===== config.mk =====
export PLATFORM = sky130hd
export DESIGN_NAME = alu_exec_unit
export DESIGN_NICKNAME = d
export VERILOG_FILES = /design/src/rtl/alu_exec_unit.sv
export SDC_FILE = /design/constraint.sdc
export NUM_CORES = 1
export LEC_CHECK = 0
export BUFFER_PORTS_ARGS = -buffer_cell sky130_fd_sc_hd__buf_4
export CORE_AREA = 10 10 118 78
export CTS_CLUSTER_SIZE = 8
export DETAILED_ROUTE_END_ITERATION = 8
export DIE_AREA = 0 0 128 88
export GPL_TIMING_DRIVEN = 1
export PLACE_DENSITY = 0.76
export SLEW_MARGIN = 40
export SYNTH_ARGS = -nofsm -noshare
export SYNTH_HDL_FRONTEND = slang
export SYNTH_SLANG_ARGS = --single-unit

===== constraint.sdc =====
create_clock -name clk -period 4.81 [get_ports clk]
set_clock_uncertainty 0.2 [all_clocks]
set_input_delay 0.962 -clock clk [delete_from_list [all_inputs] [get_ports clk]]
set_output_delay 0.962 -clock clk [all_outputs]
set_load 0.005 [all_outputs]

===== src/rtl/alu_exec_unit.sv =====
// Multi-cycle ALU responding to the Control Start/DoneALU handshake: add/sub, branch compare,
// and an optional shift-add multiplier built only when ALU_MUL_EN is defined.
`timescale 1ns/1ps
module alu_exec_unit #(
    parameter int WIDTH = 16
) (
    input  logic             clk,
    input  logic             reset,
    input  logic             Start,
    input  logic [2:0]       ALU_Op,
    input  logic [WIDTH-1:0] A,
    input  logic [WIDTH-1:0] B,
    output logic [WIDTH-1:0] Result,
    output logic             DoneALU,
    output logic             Busy,
    output logic             BranchTaken,
    output logic             Overflow,
    output logic             Error
);

    typedef enum logic [1:0] {IDLE, EXEC, MUL, DONE} state_t;

    state_t           state, state_nxt;
    logic [2:0]       op_q;
    logic [WIDTH-1:0] a_q, b_q;
    logic [WIDTH-1:0] sum, diff;
    logic             ovf_add, ovf_sub;
    logic             is_mul_op;

    assign is_mul_op = (ALU_Op[2:1] == 2'b11);

`ifdef ALU_MUL_EN
    localparam bit MUL_BUILT = 1'b1;
    localparam int CW = (WIDTH > 1) ? $clog2(WIDTH) : 1;

    logic [2*WIDTH-1:0] prod, prod_nxt;
    logic [WIDTH:0]     acc;
    logic [CW-1:0]      cnt;
    logic               mul_last;

    // Right-shifting product: low half starts as the multiplier and is consumed LSB first.
    always_comb begin
        acc      = {1'b0, prod[2*WIDTH-1:WIDTH]} + (prod[0] ? {1'b0, a_q} : '0);
        prod_nxt = {acc, prod[WIDTH-1:1]};
    end

    assign mul_last = (cnt == CW'(WIDTH-1));

    always_ff @(posedge clk or negedge reset) begin
        if (!reset) begin
            prod <= '0;
            cnt  <= '0;
        end else if (state == IDLE && Start && is_mul_op) begin
            prod <= {{WIDTH{1'b0}}, B};
            cnt  <= '0;
        end else if (state == MUL) begin
            prod <= prod_nxt;
            cnt  <= cnt + CW'(1);
        end
    end
`else
    localparam bit MUL_BUILT = 1'b0;
`endif

    always_comb begin
        sum     = a_q + b_q;
        diff    = a_q - b_q;
        ovf_add = (a_q[WIDTH-1] == b_q[WIDTH-1]) && (sum[WIDTH-1] != a_q[WIDTH-1]);
        ovf_sub = (a_q[WIDTH-1] != b_q[WIDTH-1]) && (diff[WIDTH-1] != a_q[WIDTH-1]);
    end

    always_ff @(posedge clk or negedge reset) begin
        if (!reset) state <= IDLE;
        else        state <= state_nxt;
    end

    always_comb begin
        state_nxt = state;
        case (state)
            IDLE: if (Start) state_nxt = (MUL_BUILT && is_mul_op) ? MUL : EXEC;
            EXEC: state_nxt = DONE;
`ifdef ALU_MUL_EN
            MUL:  state_nxt = mul_last ? DONE : MUL;
`else
            MUL:  state_nxt = IDLE;
`endif
            DONE: state_nxt = IDLE;
            default: state_nxt = IDLE;
        endcase
    end

    assign Busy    = (state != IDLE);
    assign DoneALU = (state == DONE);

    // Operands latch only in IDLE, so a Start while busy can never disturb them.
    always_ff @(posedge clk or negedge reset) begin
        if (!reset) begin
            op_q        <= '0;
            a_q         <= '0;
            b_q         <= '0;
            Result      <= '0;
            BranchTaken <= 1'b0;
            Overflow    <= 1'b0;
            Error       <= 1'b0;
        end else begin
            case (state)
                IDLE: if (Start) begin
                    op_q <= ALU_Op;
                    a_q  <= A;
                    b_q  <= B;
                end
                EXEC: begin
                    Error <= 1'b0;
                    case (op_q)
                        3'b000, 3'b010: begin
                            Result      <= sum;
                            Overflow    <= ovf_add;
                            BranchTaken <= 1'b0;
                        end
                        3'b001, 3'b011: begin
                            Result      <= diff;
                            Overflow    <= ovf_sub;
                            BranchTaken <= 1'b0;
                        end
                        3'b100: begin
                            Result      <= diff;
                            Overflow    <= 1'b0;
                            BranchTaken <= (a_q == b_q);
                        end
                        3'b101: begin
                            Result      <= diff;
                            Overflow    <= 1'b0;
                            BranchTaken <= (a_q != b_q);
                        end
                        default: begin
                            // Only reachable for 11X when no multiplier is built.
                            Result      <= '0;
                            Overflow    <= 1'b0;
                            BranchTaken <= 1'b0;
                            Error       <= ~MUL_BUILT;
                        end
                    endcase
                end
                MUL: begin
`ifdef ALU_MUL_EN
                    if (mul_last) begin
                        Result      <= op_q[0] ? prod_nxt[2*WIDTH-1:WIDTH] : prod_nxt[WIDTH-1:0];
                        Overflow    <= 1'b0;
                        BranchTaken <= 1'b0;
                        Error       <= 1'b0;
                    end
`endif
                end
                default: ;
            endcase
        end
    end

endmodule


==> impl_results.md <==
- Top cell type by total area after synthesis: dfrtp_1
- Post-detail-place hpwl: roughly 7700 um
- Buffers on Ports: 58
- CP max FO: 4
- CTS Buffer Depth: 2
- Routed length on met3: between 1000 and 1500 um
- Cts-stage hold buffer count: 0
- H-tree depth: 2
- Worst Hold Class: flop to flop
- CP Data Required Time: 4.83 ns
- Crit path from: b_q[0]
- Wire length of the first global-routing pass: 16260 um
- Number of synthesized flops with an enable pin: 0
- F_max: around 0.35 GHz
- Final nets: roughly 540
- Top cells by area, synth: dfrtp_1 37%, ha_1 9.9%, mux2_2 6.0%, nand2_1 5.5%, o21ai_0 4.5%
- Placed Area: 4268 um2
- Crit path launch type: flop
- Hold Path End: state[0]
- Top sig layer: met4
- Share of cells above drive strength 1: 0.2175
- CTS tree: built
- CTS sink cnt: 56
- Slew headroom: 0.5110
- Synthesis-stage register bit count: 56
- Most common cell after layout, fill and taps aside: buf_4
- Worst R2R End: Result[14]
- FILL cells: 624
- CP arrival: 2.92 ns
- Die Wd: approximately 130 um
- Final worst path period share: 0.6022
- CTS clk-pin slew, worst paths: roughly 0.080 ns
- Final setup violation count: 0
- R2r worst-path depth: 9
- Synth warn: 0
- Iter 0 DRT Violations: 364
- Setup repair bufs after CTS: 0
- Post-route cell area: 4414 um2
- Skew-Pair Late Insertion Delay: 0.30 ns
- Ys async rst share: 1.000
- Routed WL: ~10000 um
- Max cap viols: 0
- Mapped Avg Cell Area: approximately 9.0 um2
- Cts bufs inserted: 5
- IO Count: 59
- Core area: between 7000 and 8000 um2
- Drt first pass iters: 7
- Die Footprint: 11260 um2
- Via/cell ratio: 5.854
- Fin crit period: slightly below 3 ns
- Slew Viols, Final: 0
- Die height: between 80 and 90 um
- Synth top area share: 0.3714
- Setup TNS: 0 ns
- Resized Gates After CTS: 0
- Rows: 24
- Grt ovf: 0
- Reg2Reg Setup Slack: 1.91 ns
- Cell count after synthesis: 418
- Library cells used by synthesis: 60
- Total track usage: 0.1761
- Largest net degree at the start of global routing: 57
- Register area share after synthesis: 0.3714
- Routed wl met2: around 4000 um
- Ant diodes: 0
- Mapped Area: approximately 3800 um2
- Most frequent cells in the layout: 60 x buf_4, 56 x dfrtp_1, 55 x nand2_1, 34 x o21ai_0, 32 x inv_1
- Slew @ Worst Pin: 0.7335 ns
- FF-to-FF Start: b_q[0]
- DR DRC count: 0
- Outcome: finished clean
- Layout area overhead: 16.98%
- Setup crit end kind: flop
- Net Count, Synth: about 500
- Routability congestion estimate: 0.9035
- Met1 Wirelength: between 4000 and 5000 um
- Drt wl/cell: 17.80 um
- Initial antenna violation count: 0
- Routed vias: about 3300
- Hold Crit Depth: 1
- Final Hold Viols: 0
- CTS root buf: clkbuf_16
- Setup CP Type: flop to flop
- Vias in the first global route: 3177
- Hold Startpoint: state[1]
- Main synth FF type: dfrtp_1
- RSZ-0062 raised after global routing: false
- DRT antenna net count: 0
- Starting Density: 0.5370
[critical path, stage by stage (launching register included)]
cell,delay (ns)
dfrtp_1,0.40
ha_1,0.21
fa_1,0.41
nor2b_1,0.17
o21ai_0,0.24
a31oi_1,0.24
a221oi_2,0.38
a21oi_1,0.15
mux2_2,0.28
o22ai_1,0.13
[synthesized netlist by cell type, drive strengths merged, types with 7 or more instances]
cell type and instances:
buf 12, ha 30, nand2 56, dfrtp 56, xnor2 11, mux2 20
o211ai 7, nor2 29, o21ai 37, a21oi 22, nand3 8, nor2b 8
inv 33
[worst max path at each step]
| stage | end | cells after the start | slack [ns] |
|---|---|---|---|
| 2_1_floorplan | Result[14] | 9 | 2.33 |
| 3_3_place_gp | Result[14] | 9 | 2.13 |
| 3_5_place_dp | Result[14] | 9 | 2.00 |
| 4_1_cts | Result[14] | 9 | 1.99 |
| 5_1_grt | Result[14] | 9 | 1.81 |
| 6_report | Result[14] | 9 | 1.91 |
[cell type report]
type / instances / area [um2] / share of cell area
inverter: 33 / 128.9 / 0.02920
sequential: 56 / 1401 / 0.3175
clock inverter: 3 / 21.27 / 0.004819
clock buffer: 5 / 125.1 / 0.02834
tap: 91 / 113.9 / 0.02579
multi-input combinational: 311 / 2158 / 0.4889
timing repair buffer: 61 / 465.4 / 0.1054
[flip-flops by register name (all words and copies together) (netlist names)]
signal and count:
a_q 16, Overflow 1, BranchTaken 1, Error 1, b_q 16, state 2
Result 16, op_q 3
[metal layers]
layer,vias to the layer above,global-route usage
met1,1534,0.2589
met3,9,0.05250
met5,-,0
met2,166,0.2512
li1,1569,-
met4,0,0.02648
[kinds of logic (layout without fill, tap and decap cells)]
family / Yosys count / count (layout) / synth area share
AOI/OAI and AO/OA: 117 / 117 / 0.2059
xor gates and xnor gates: 13 / 13 / 0.03017
adders and majority gates: 32 / 32 / 0.1101
buffers and inverters: 51 / 102 / 0.05869
DFF: 56 / 56 / 0.3714
muxes: 23 / 23 / 0.06764
and+or+nand+nor: 126 / 126 / 0.1562
[through the flow]
| step | worst slack [ns] | util | hold WS (ns) | instances |
|---|---|---|---|---|
| floorplan | 2.326 | - | 0.2213 | 418 |
| global placement | 2.129 | 0.6052 | 0.2391 | 551 |
| detailed placement | 2.004 | 0.6074 | 0.2476 | 552 |
| CTS | 1.986 | 0.6282 | 0.2589 | 560 |
| global route | 1.806 | 0.6282 | 0.2853 | 560 |
| finish | 1.913 | 0.6282 | 0.2582 | 560 |
Power is not shown: default switching activity piles up to over one toggle a cycle in this logic, so the estimate is an artifact.
